`config.mk`:
```
export PLATFORM = sky130hd
export DESIGN_NAME = screen_frame_tx_flat
export DESIGN_NICKNAME = d
export VERILOG_FILES = /design/src/rtl/screen_frame_if.sv /design/src/rtl/screen_frame_tx.sv /design/src/flat_wrapper.sv
export SDC_FILE = /design/constraint.sdc
export NUM_CORES = 1
export LEC_CHECK = 0
export ABC_CLOCK_PERIOD_IN_PS = 4800
export CAP_MARGIN = 20
export CORE_AREA = 2 2 195 197
export CTS_BUF_LIST = sky130_fd_sc_hd__clkbuf_16
export DETAILED_ROUTE_END_ITERATION = 10
export DIE_AREA = 0 0 197 199
export GPL_TIMING_DRIVEN = 0
export SYNTH_ARGS = -nofsm -noshare
export SYNTH_HDL_FRONTEND = slang
export SYNTH_SLANG_ARGS = --single-unit
```
`constraint.sdc`:
```
create_clock -name clk -period 4.8 [get_ports clk]
set_input_delay 0.72 -clock clk [delete_from_list [all_inputs] [get_ports clk]]
set_output_delay 0.72 -clock clk [all_outputs]
set_load 0.005 [all_outputs]
```
`src/rtl/screen_frame_if.sv`:
```
// screen_frame_if
//   Bundles the frame request, payload-buffer write port and transmitter
//   handshake of screen_frame_tx.
//   master : frame requester / transmitter side (drives start, cmd,
//            payload_len, wr_*, tx_finish; observes the rest)
//   slave  : screen_frame_tx itself
//   Signals:
//     start, cmd[7:0], payload_len[4:0]   frame request
//     wr_en, wr_addr[ADDR_W-1:0], wr_data payload buffer write port
//     tx_finish                           transmitter idle status
//     data_out[7:0], data_flash           byte and strobe to the transmitter
//     busy, done, err                     frame status
interface screen_frame_if #(
  parameter int ADDR_W = 4
);
  logic              start;
  logic [7:0]        cmd;
  logic [4:0]        payload_len;
  logic              wr_en;
  logic [ADDR_W-1:0] wr_addr;
  logic [7:0]        wr_data;
  logic              tx_finish;
  logic [7:0]        data_out;
  logic              data_flash;
  logic              busy;
  logic              done;
  logic              err;

  modport master (
    output start, cmd, payload_len, wr_en, wr_addr, wr_data, tx_finish,
    input  data_out, data_flash, busy, done, err
  );

  modport slave (
    input  start, cmd, payload_len, wr_en, wr_addr, wr_data, tx_finish,
    output data_out, data_flash, busy, done, err
  );
endinterface

```
`src/rtl/screen_frame_tx.sv`:
```
// screen_frame_tx
//   Holds one command frame and feeds it byte-by-byte to the screen UART
//   transmitter: HDR0, HDR1, LEN, CMD, payload[0..len-1], optional CHK.
//   Each byte is presented on data_out, then data_flash is raised one clock
//   later and held until the transmitter drops tx_finish. The next byte is
//   loaded GAP_CYCLES clocks after tx_finish returns high.
//   Ports:
//     clk    system clock
//     rst_n  asynchronous active-low reset
//     bus    screen_frame_if.slave (request, buffer write, tx handshake,
//            busy/done/err status)
//   Build option: define SCREEN_FRAME_CHK_EN to append the CHK byte
//   (8-bit wrap-around sum of CMD and payload); LEN then counts it too.
module screen_frame_tx #(
  parameter int         MAX_LEN     = 16,
  parameter int         ADDR_W      = 4,
  parameter logic [7:0] HDR0        = 8'h5A,
  parameter logic [7:0] HDR1        = 8'hA5,
  parameter int         GAP_CYCLES  = 16,
  parameter int         ACK_TIMEOUT = 1024
) (
  input  logic          clk,
  input  logic          rst_n,
  screen_frame_if.slave bus
);

`ifdef SCREEN_FRAME_CHK_EN
  localparam logic CHK_ON = 1'b1;
`else
  localparam logic CHK_ON = 1'b0;
`endif

  typedef enum logic [2:0] {
    S_IDLE, S_LOAD, S_STROBE, S_WAIT_ACK, S_WAIT_DONE, S_GAP, S_DONE
  } state_t;

  state_t      state_reg;
  logic [7:0]  pay_mem [MAX_LEN];
  logic [7:0]  cmd_reg;
  logic [4:0]  len_reg;
  logic [5:0]  idx_reg;
  logic [15:0] ack_cnt_reg;
  logic [15:0] gap_cnt_reg;
  logic [7:0]  data_out_reg;
  logic        flash_reg;
  logic        busy_reg;
  logic        done_reg;
  logic        err_reg;
`ifdef SCREEN_FRAME_CHK_EN
  logic [7:0]  sum_reg;
`endif

  logic [5:0]        pay_end;   // index of first byte after the payload
  logic [5:0]        last_idx;  // index of the final byte of the frame
  logic [ADDR_W-1:0] pay_idx;
  logic [7:0]        len_byte;
  logic [7:0]        cur_byte;
  logic              last_byte;

  assign pay_end   = 6'd4 + {1'b0, len_reg};
  assign last_idx  = pay_end - 6'd1 + {5'd0, CHK_ON};
  assign pay_idx   = ADDR_W'(idx_reg - 6'd4);
  assign len_byte  = {3'd0, len_reg} + 8'd1 + {7'd0, CHK_ON};
  assign last_byte = (idx_reg == last_idx);

  // Byte selected by the running index; only consumed in LOAD.
  always_comb begin
    cur_byte = 8'h00;
    if (idx_reg == 6'd0)      cur_byte = HDR0;
    else if (idx_reg == 6'd1) cur_byte = HDR1;
    else if (idx_reg == 6'd2) cur_byte = len_byte;
    else if (idx_reg == 6'd3) cur_byte = cmd_reg;
    else if (idx_reg < pay_end) cur_byte = pay_mem[pay_idx];
`ifdef SCREEN_FRAME_CHK_EN
    else cur_byte = sum_reg;
`endif
  end

  // Payload buffer: locked against writes while a frame is being sent so
  // the bytes cannot change underneath the sequencer.
  always_ff @(posedge clk) begin
    if (bus.wr_en && !busy_reg) pay_mem[bus.wr_addr] <= bus.wr_data;
  end

  always_ff @(posedge clk or negedge rst_n) begin
    if (!rst_n) begin
      state_reg    <= S_IDLE;
      cmd_reg      <= 8'h00;
      len_reg      <= 5'd0;
      idx_reg      <= 6'd0;
      ack_cnt_reg  <= 16'd0;
      gap_cnt_reg  <= 16'd0;
      data_out_reg <= 8'h00;
      flash_reg    <= 1'b0;
      busy_reg     <= 1'b0;
      done_reg     <= 1'b0;
      err_reg      <= 1'b0;
`ifdef SCREEN_FRAME_CHK_EN
      sum_reg      <= 8'h00;
`endif
    end else begin
      done_reg <= 1'b0;
      err_reg  <= 1'b0;
      case (state_reg)
        S_IDLE: begin
          if (bus.start) begin
            if (32'(bus.payload_len) > 32'(MAX_LEN)) begin
              err_reg <= 1'b1;
            end else begin
              cmd_reg   <= bus.cmd;
              len_reg   <= bus.payload_len;
              idx_reg   <= 6'd0;
              busy_reg  <= 1'b1;
              state_reg <= S_LOAD;
`ifdef SCREEN_FRAME_CHK_EN
              sum_reg   <= 8'h00;
`endif
            end
          end
        end
        S_LOAD: begin
          data_out_reg <= cur_byte;
`ifdef SCREEN_FRAME_CHK_EN
          // CMD and payload bytes contribute to the checksum.
          if (idx_reg >= 6'd3 && idx_reg < pay_end) sum_reg <= sum_reg + cur_byte;
`endif
          state_reg <= S_STROBE;
        end
        S_STROBE: begin
          flash_reg   <= 1'b1;
          ack_cnt_reg <= 16'd0;
          state_reg   <= S_WAIT_ACK;
        end
        S_WAIT_ACK: begin
          if (!bus.tx_finish) begin
            flash_reg <= 1'b0;
            state_reg <= S_WAIT_DONE;
          end else if (ack_cnt_reg == 16'(ACK_TIMEOUT - 1)) begin
            // Transmitter never took the byte: abandon the frame.
            flash_reg <= 1'b0;
            err_reg   <= 1'b1;
            busy_reg  <= 1'b0;
            state_reg <= S_IDLE;
          end else begin
            ack_cnt_reg <= ack_cnt_reg + 16'd1;
          end
        end
        S_WAIT_DONE: begin
          if (bus.tx_finish) begin
            if (GAP_CYCLES == 0) begin
              if (last_byte) state_reg <= S_DONE;
              else begin
                idx_reg   <= idx_reg + 6'd1;
                state_reg <= S_LOAD;
              end
            end else begin
              gap_cnt_reg <= 16'd0;
              state_reg   <= S_GAP;
            end
          end
        end
        S_GAP: begin
          if (gap_cnt_reg == 16'(GAP_CYCLES - 1)) begin
            if (last_byte) state_reg <= S_DONE;
            else begin
              idx_reg   <= idx_reg + 6'd1;
              state_reg <= S_LOAD;
            end
          end else begin
            gap_cnt_reg <= gap_cnt_reg + 16'd1;
          end
        end
        S_DONE: begin
          done_reg  <= 1'b1;
          busy_reg  <= 1'b0;
          state_reg <= S_IDLE;
        end
        default: state_reg <= S_IDLE;
      endcase
    end
  end

  assign bus.data_out   = data_out_reg;
  assign bus.data_flash = flash_reg;
  assign bus.busy       = busy_reg;
  assign bus.done       = done_reg;
  assign bus.err        = err_reg;

endmodule

```
`src/flat_wrapper.sv`:
```
// flat-port wrapper written by rule: the top's interface ports become plain ports
module screen_frame_tx_flat 
#(
  parameter int         MAX_LEN     = 16,
  parameter int         ADDR_W      = 4,
  parameter logic [7:0] HDR0        = 8'h5A,
  parameter logic [7:0] HDR1        = 8'hA5,
  parameter int         GAP_CYCLES  = 16,
  parameter int         ACK_TIMEOUT = 1024
)
  (clk, rst_n, bus_start, bus_cmd, bus_payload_len, bus_wr_en, bus_wr_addr, bus_wr_data, bus_tx_finish, bus_data_out, bus_data_flash, bus_busy, bus_done, bus_err);
  screen_frame_if #(.ADDR_W(ADDR_W)) bus_i ();
  input  logic clk;
  input  logic rst_n;
  input wire logic [$bits(bus_i.start)-1:0] bus_start;
  input wire logic [$bits(bus_i.cmd)-1:0] bus_cmd;
  input wire logic [$bits(bus_i.payload_len)-1:0] bus_payload_len;
  input wire logic [$bits(bus_i.wr_en)-1:0] bus_wr_en;
  input wire logic [$bits(bus_i.wr_addr)-1:0] bus_wr_addr;
  input wire logic [$bits(bus_i.wr_data)-1:0] bus_wr_data;
  input wire logic [$bits(bus_i.tx_finish)-1:0] bus_tx_finish;
  output wire logic [$bits(bus_i.data_out)-1:0] bus_data_out;
  output wire logic [$bits(bus_i.data_flash)-1:0] bus_data_flash;
  output wire logic [$bits(bus_i.busy)-1:0] bus_busy;
  output wire logic [$bits(bus_i.done)-1:0] bus_done;
  output wire logic [$bits(bus_i.err)-1:0] bus_err;
  assign bus_i.start = bus_start;
  assign bus_i.cmd = bus_cmd;
  assign bus_i.payload_len = bus_payload_len;
  assign bus_i.wr_en = bus_wr_en;
  assign bus_i.wr_addr = bus_wr_addr;
  assign bus_i.wr_data = bus_wr_data;
  assign bus_i.tx_finish = bus_tx_finish;
  assign bus_data_out = bus_i.data_out;
  assign bus_data_flash = bus_i.data_flash;
  assign bus_busy = bus_i.busy;
  assign bus_done = bus_i.done;
  assign bus_err = bus_i.err;
  screen_frame_tx #(.MAX_LEN(MAX_LEN), .ADDR_W(ADDR_W), .HDR0(HDR0), .HDR1(HDR1), .GAP_CYCLES(GAP_CYCLES), .ACK_TIMEOUT(ACK_TIMEOUT)) u_core (.clk(clk), .rst_n(rst_n), .bus(bus_i));
endmodule
```
==> out/metrics.cfg, run 1 <==
[status]
status = completed

[flow_run]
cap_viol_max_count = 0

[setup_path]
worstSetupPathType = reg -> reg
rr_startpoint = u_core.idx_reg[2]
crit_path_max_incr_delay_ns = 0.60
reg2reg_depth = 7
setup.worst_path.start_class = register
worstReg2RegEnd = u_core.bus.data_out[3]
crit_path_end_kind = register
cp_cell_sequence = buf_2 -> inv_1 -> ha_1 -> clkbuf_1 -> mux4_2 -> and3_1 -> o221a_1
cp-endpoint = u_core.bus.data_out[3]
worst_ep_required_time_ns = 5.12
crit_fanout = 10
critPathTopFamily = buffers and inverters
critPathBufInv = 3
rrSetupSlack_ns = 1.90
cp.depth = 7
cp.arrival_ns = 3.23
crit_path_top_delay_cell = clkbuf_1
timing.critical_path.from = u_core.idx_reg[2]

[finish]
final_nets = 715
multiInputGateArea_mm2 = 0.003104
postLayoutCoreUtil_pct = 27.96
final_layout_size_suffix_gt1_share_pct = 16.01
num-fill-cells = 3779
seqCellArea_mm2 = 0.005495
area_growth_pct = 18.56
num_antenna_cells = 0
largest_register_ff_count = 128

[grt]
antenna_found_initial = 0
busiest_layer = met2
grt_max_degree = 67
met2_usage_pct = 17.60
overflow = 0
grtUsageTotal_pct = 10.37
grt_util_met1_pct = 13.19
first_global_vias = 5187
grtUsageMet3_pct = 2.764
grt_pass1_wl_um = 30390

[synthesis]
synth_cell_types = 56
synthTopCellsByArea = edfxtp_1 (44%), dfrtp_1 (19%), mux4_2 (10%), ha_1 (2.4%), xor2_1 (2.4%)
synth_warnings = 0
yosys.area.top_type = edfxtp_1
syn_avg_cell_area_um2 = 14.52
synth-main-ff-cell = edfxtp_1
syn-num-nets = 650
synth-async-reset-ratio_pct = 34.02
postSynthCellCount = 603
yosysTopAreaCellShare_pct = 43.90
synth-seq-cells = 194
syn_area_mm2 = 0.008756
synth_edf_count = 128
yosysSeqAreaShare_pct = 62.76

[detailed_routing]
drc = 0
vias = 5182
antenna_left = 0
drt_iter0_markers = 302
firstDrtPassIters = 4
routedWlPerCell_um = 17.08
totalWireLength_um = 19730
vias_per_cell = 4.487

[die]
core-area_mm2 = 0.03713
io_pins = 42
die_w_um = 197
fp-row-count = 71
initial_utilization_pct = 23.58
chipHeight_um = 199
dieArea_mm2 = 0.03920

[min_path]
min_path_type = in -> async

[sta]
rsz0062_at_grt = no
slew_viol_final = 0
period_needed_ns = 2.903
slew-limit-headroom_pct = 29.55
fin_worst_skew_ns = 0.01151
fin_setup_tns_ns = 0
fmax_mhz = 344.5
final_hold_viol_count = 0
setup_viol = 0
fin_crit_sh_pct = 60.47
tightestPinTransition_ns = 1.053

[clocking]
cts_sinks = 194
cts_resized = 0
htreeDepth = 4
post_cts_buffers = 0
cts_tree = done
clockBufferDepth = 2
insertion_delay_ns = 0.44
ctsHoldBuffers = 0
numCtsBuffers = 17
cts_root_buf = clkbuf_16
clk_pin_slew_ns = 0.07

[place]
gp_congestion = 0.7633
io_buffers = 41
dp_hpwl_um = 13500

[power]
p_per_area_mw_per_mm2 = 410.9
leakagePower_uw = 0.003552
irDropWorstVdd_mv = 0.2622

## Yosys cell counts (3+ instances only)
cell type    n
xnor2_1     18
edfxtp_1   128
nor3_1      10
ha_1        17
nand2_1     44
o211ai_1     4
nand3b_1     4
clkbuf_1    14
nand3_1     19
and4_1       5
a22oi_1      3
nor4bb_1     4
buf_2        9
mux2_2      13
a21oi_1     15
mux4_2      39
nor2_1      53
and3_1       7
nand4b_1     3
nor3b_1      5
nand2b_1     7
o21ai_0     11
nand4_1     11
a31oi_1      7
inv_1       13
nor4_1       9
dfrtp_1     66
mux2i_1      7
xor2_1      24
## stage by stage
stage	total power (µW)	worst slack, ns	hold WS, ns	cell area [µm²]	std cells
6_report	4266	1.897	0.3764	10380	1155
3_5_place_dp	2951	1.710	0.4806	9827	1123
5_1_grt	4501	1.712	0.4424	10380	1155
4_1_cts	4303	1.803	0.4194	10380	1155
3_3_place_gp	2932	0.6468	0.4734	9759	1118
2_1_floorplan	2672	2.546	0.4244	8756	603
## layout make-up
| class | instances | area share (%) |
|---|---|---|
| buffer | 26 | 1.229 |
| clock buffer | 17 | 4.098 |
| clock inverter | 15 | 1.241 |
| inverter | 13 | 0.4700 |
| multi-input combinational | 370 | 29.90 |
| sequential | 194 | 52.93 |
| tap | 474 | 5.713 |
| timing repair buffer | 46 | 4.411 |
## worst min-delay path by stage
stage | from | end | slack [ns]
4_1_cts | rst_n | u_core.gap_cnt_reg[6] | 0.42
2_1_floorplan | rst_n | u_core.ack_cnt_reg[0] | 0.42
5_1_grt | rst_n | u_core.gap_cnt_reg[6] | 0.44
3_5_place_dp | u_core.bus.data_flash | u_core.bus.data_flash | 0.48
6_report | rst_n | u_core.gap_cnt_reg[6] | 0.38
3_3_place_gp | u_core.bus.data_flash | u_core.bus.data_flash | 0.47
## report_power, final
group | internal [µW] | switching [µW] | leakage (µW)
clock | 680 | 674 | 0.000272
sequential | 1960 | 177 | 0.00201
combinational | 353 | 423 | 0.00127
## worst register-to-register path, stage by stage (launching register included)
cell and delay, ns:
dfrtp_1 0.53, buf_2 0.42, inv_1 0.14, ha_1 0.29, clkbuf_1 0.60, mux4_2 0.41
and3_1 0.20, o221a_1 0.20
## logic make-up (layout without fill, tap and decap cells)
logic type	count (synthesis)	after routing	share of synthesized area [%]
DFF	194	194	62.76
xor gates and xnor gates	43	43	4.387
adders and majority gates	17	17	2.429
AOI/OAI and AO/OA	59	59	4.616
buffers and inverters	39	117	2.015
and+or+nand+nor	192	192	11.29
muxes	59	59	12.50
## placed cells by master (no fill, tap or decap), types with 3 or more instances in the layout
master and instances:
nand3_1 19, buf_2 10, nor4_1 9, nor2_1 53, clkinvlp_4 3, nand2b_1 7, nor3_2 4, nor4bb_1 4
nand3b_1 4, o21ai_0 11, xor2_1 24, clkbuf_1 14, inv_8 3, xnor2_1 18, and4_1 5, o211ai_1 4
mux2i_1 7, nand2_1 44, clkdlybuf4s50_1 40, and3_1 7, buf_6 6, nor3b_1 5, clkbuf_16 17, mux4_2 39
a21oi_1 15, inv_6 4, nor3_1 6, inv_1 15, a31oi_1 7, mux2_2 13, dfrtp_1 66, nand4_1 11
ha_1 17, nand4b_1 3, a22oi_1 3, edfxtp_1 128
## layer usage
layer  up-vias  wire length, µm
met4         0              117
li1       2433                -
met2       104             9786
met3        15              954
met5         -                0
met1      2630             8872
No activity file was read; power rests on OpenSTA's default activity.
==> run 2: changes to the inputs <==
--- a/config.mk
+++ b/config.mk
@@ -5,7 +5,7 @@
 export SDC_FILE = /design/constraint.sdc
 export NUM_CORES = 1
 export LEC_CHECK = 0
-export ABC_CLOCK_PERIOD_IN_PS = 4800
+export ABC_CLOCK_PERIOD_IN_PS = 2900
 export CAP_MARGIN = 20
 export CORE_AREA = 2 2 195 197
 export CTS_BUF_LIST = sky130_fd_sc_hd__clkbuf_16
==> constraint.sdc (replaced) <==
create_clock -name clk -period 2.9 [get_ports clk]
set_input_delay 0.435 -clock clk [delete_from_list [all_inputs] [get_ports clk]]
set_output_delay 0.435 -clock clk [all_outputs]
set_load 0.005 [all_outputs]
==> run 2 against run 1 <==
  * Sequential share of layout area down 0.051 points
  * Sequential power increased by 65%
  * Critical path depth increased by 1
  * Setup slack lost 1.7 ns
  * Power is 66% higher
  * Via count hardly changed
  * Register-to-register slack worse by 1.7 ns
  * Routed wire length rose by 0.34%
  * Hold slack got worse by 0.29 ns
  * Fmax is 8.1% higher
  * Combinational power up 66%
==> out/metrics.cfg, run 2 (synthesis results as in run 1) <==
[sta]
fin_setup_tns_ns = 0  ; unchanged
rsz0062_at_grt = no
setup_viol = 0  ; unchanged
holdWs_ns = 0.08725  ; -0.2891 ns
slew-limit-headroom_pct = 29.00  ; -0.55 points
fin_crit_sh_pct = 92.57  ; +32 points
fin_worst_skew_ns = 0.009362  ; -0.002144 ns
tightestPinTransition_ns = 1.061  ; +0.008206 ns
period_needed_ns = 2.685  ; -0.2179 ns
fmax_mhz = 372.5  ; +8.1%
final_hold_viol_count = 0  ; unchanged
slew_viol_final = 0  ; unchanged

[grt]
grtUsageTotal_pct = 10.38  ; +0.018 points
antenna_found_initial = 0  ; unchanged
overflow = 0  ; unchanged
grt_max_degree = 67  ; unchanged
grt_pass1_wl_um = 30450  ; +0.20%
first_global_vias = 5196  ; +0.17%

[setup_path]
worst_ep_required_time_ns = 3.26  ; -1.86 ns
worstSetupPathType = reg -> reg
crit_fanout = 10  ; unchanged
crit_path_end_kind = register
cp.arrival_ns = 3.04  ; -0.19 ns
setup.worst_path.start_class = register
reg2reg_depth = 8  ; +1

[clocking]
numCtsBuffers = 17  ; unchanged
ctsHoldBuffers = 0  ; unchanged
cts_root_buf = clkbuf_16
cts_sinks = 194  ; unchanged
clockBufferDepth = 2  ; unchanged
cts_resized = 1  ; +1
clk_pin_slew_ns = 0.07  ; about the same
cts_tree = done
htreeDepth = 4  ; unchanged
post_cts_buffers = 0  ; unchanged
insertion_delay_ns = 0.45  ; about the same

[detailed_routing]
routedWlPerCell_um = 17.16  ; +0.43%
vias_per_cell = 4.489  ; about the same
drt_iter0_markers = 367  ; +22%
drc = 0  ; unchanged
antenna_left = 0  ; unchanged
firstDrtPassIters = 5  ; +1
vias = 5180  ; -0.039%
totalWireLength_um = 19800  ; +0.34%

[min_path]
min_path_type = in -> async

[finish]
final_layout_size_suffix_gt1_share_pct = 16.03  ; +0.024 points
largest_register_ff_count = 128  ; unchanged
area_growth_pct = 18.68  ; about the same
num-fill-cells = 3777  ; -0.053%
num_antenna_cells = 0  ; unchanged
layout_commonest_cell = edfxtp_1
final_cell_area_mm2 = 0.01039  ; about the same
layout_common_cells = edfxtp_1 (128), dfrtp_1 (66), nor2_1 (53)
final_nets = 714  ; -0.14%
postLayoutCoreUtil_pct = 27.98  ; about the same

[place]
io_buffers = 41  ; unchanged
gp_congestion = 0.7633  ; unchanged
placed_area_mm2 = 0.009827  ; unchanged
dp_hpwl_um = 13500  ; unchanged

[die]
die_w_um = 197  ; unchanged
core-area_mm2 = 0.03713  ; unchanged
dieArea_mm2 = 0.03920  ; unchanged
fp-row-count = 71  ; unchanged
io_pins = 42  ; unchanged
initial_utilization_pct = 23.58  ; unchanged
chipHeight_um = 199  ; unchanged

[power]
irDropWorstVdd_mv = 0.4391  ; +67%
leakagePower_uw = 0.003553  ; about the same
power_uw = 7081  ; +66%
p_per_area_mw_per_mm2 = 681.4  ; +66%

[status]
status = completed

[flow_run]
cap_viol_max_count = 0  ; unchanged

## run 2: cell count changes in the layout (fill, tap and decap cells not counted)
cell / before / now
clkbuf_4: 0 / 1
buf_2: 10 / 9
a311oi_4: 0 / 1
clkbuf_1: 14 / 13
a311oi_2: 1 / 0
## run 2: final timing paths
check | startpoint | endpoint | slack (ns)
min in group clk | u_core.bus.data_flash | u_core.bus.data_flash | 0.49
worst min-delay path | rst_n | u_core.gap_cnt_reg[6] | 0.09
worst max-delay path | u_core.idx_reg[2] | u_core.bus.data_out[7] | 0.22
max in group asynchronous | rst_n | u_core.cmd_reg[2] | 2.22
worst max register to register | u_core.idx_reg[2] | u_core.bus.data_out[7] | 0.22
worst min register to register | u_core.bus.data_flash | u_core.bus.data_flash | 0.49
## run 2: cell type report
class / count / area [µm²] / area share (%)
multi-input combinational: 370 / 3115 / 29.98
timing repair buffer: 46 / 457.9 / 4.407
buffer: 25 / 126.4 / 1.216
inverter: 13 / 48.80 / 0.4696
sequential: 194 / 5495 / 52.88
clock inverter: 15 / 128.9 / 1.240
clock buffer: 17 / 425.4 / 4.094
tap: 474 / 593.1 / 5.707
## run 2: power breakdown
| part | switching (µW) | internal, µW | leakage, µW | total, µW |
|---|---|---|---|---|
| combinational | 709 | 586 | 0.00128 | 1290 |
| sequential | 298 | 3240 | 0.00201 | 3540 |
| clock | 1120 | 1120 | 0.000272 | 2250 |
| total | 2130 | 4950 | 0.00355 | 7080 |
## run 2: routing by layer
layer / routed length (µm) / vias up / track usage, %
met2: 9795 / 107 / 17.64
met1: 8888 / 2626 / 13.21
li1: - / 2431 / -
met4: 136 / 0 / 2.423
met3: 980 / 16 / 2.764
met5: 0 / - / 0
## run 2: metrics by stage
stage	cells	setup slack, ns
floorplan	603	0.7116
global placement	1118	-0.9682
detailed placement	1123	-0.06785
CTS	1154	0.07393
global route	1154	0.01569
finish	1154	0.2153
## run 2: critical path, stage by stage, from the launching register on
cell,delay (ns)
dfrtp_1,0.54
clkbuf_4,0.37
inv_1,0.11
ha_1,0.27
nor4bb_1,0.16
clkbuf_1,0.26
a311oi_4,0.50
nand2_1,0.13
o31ai_1,0.26
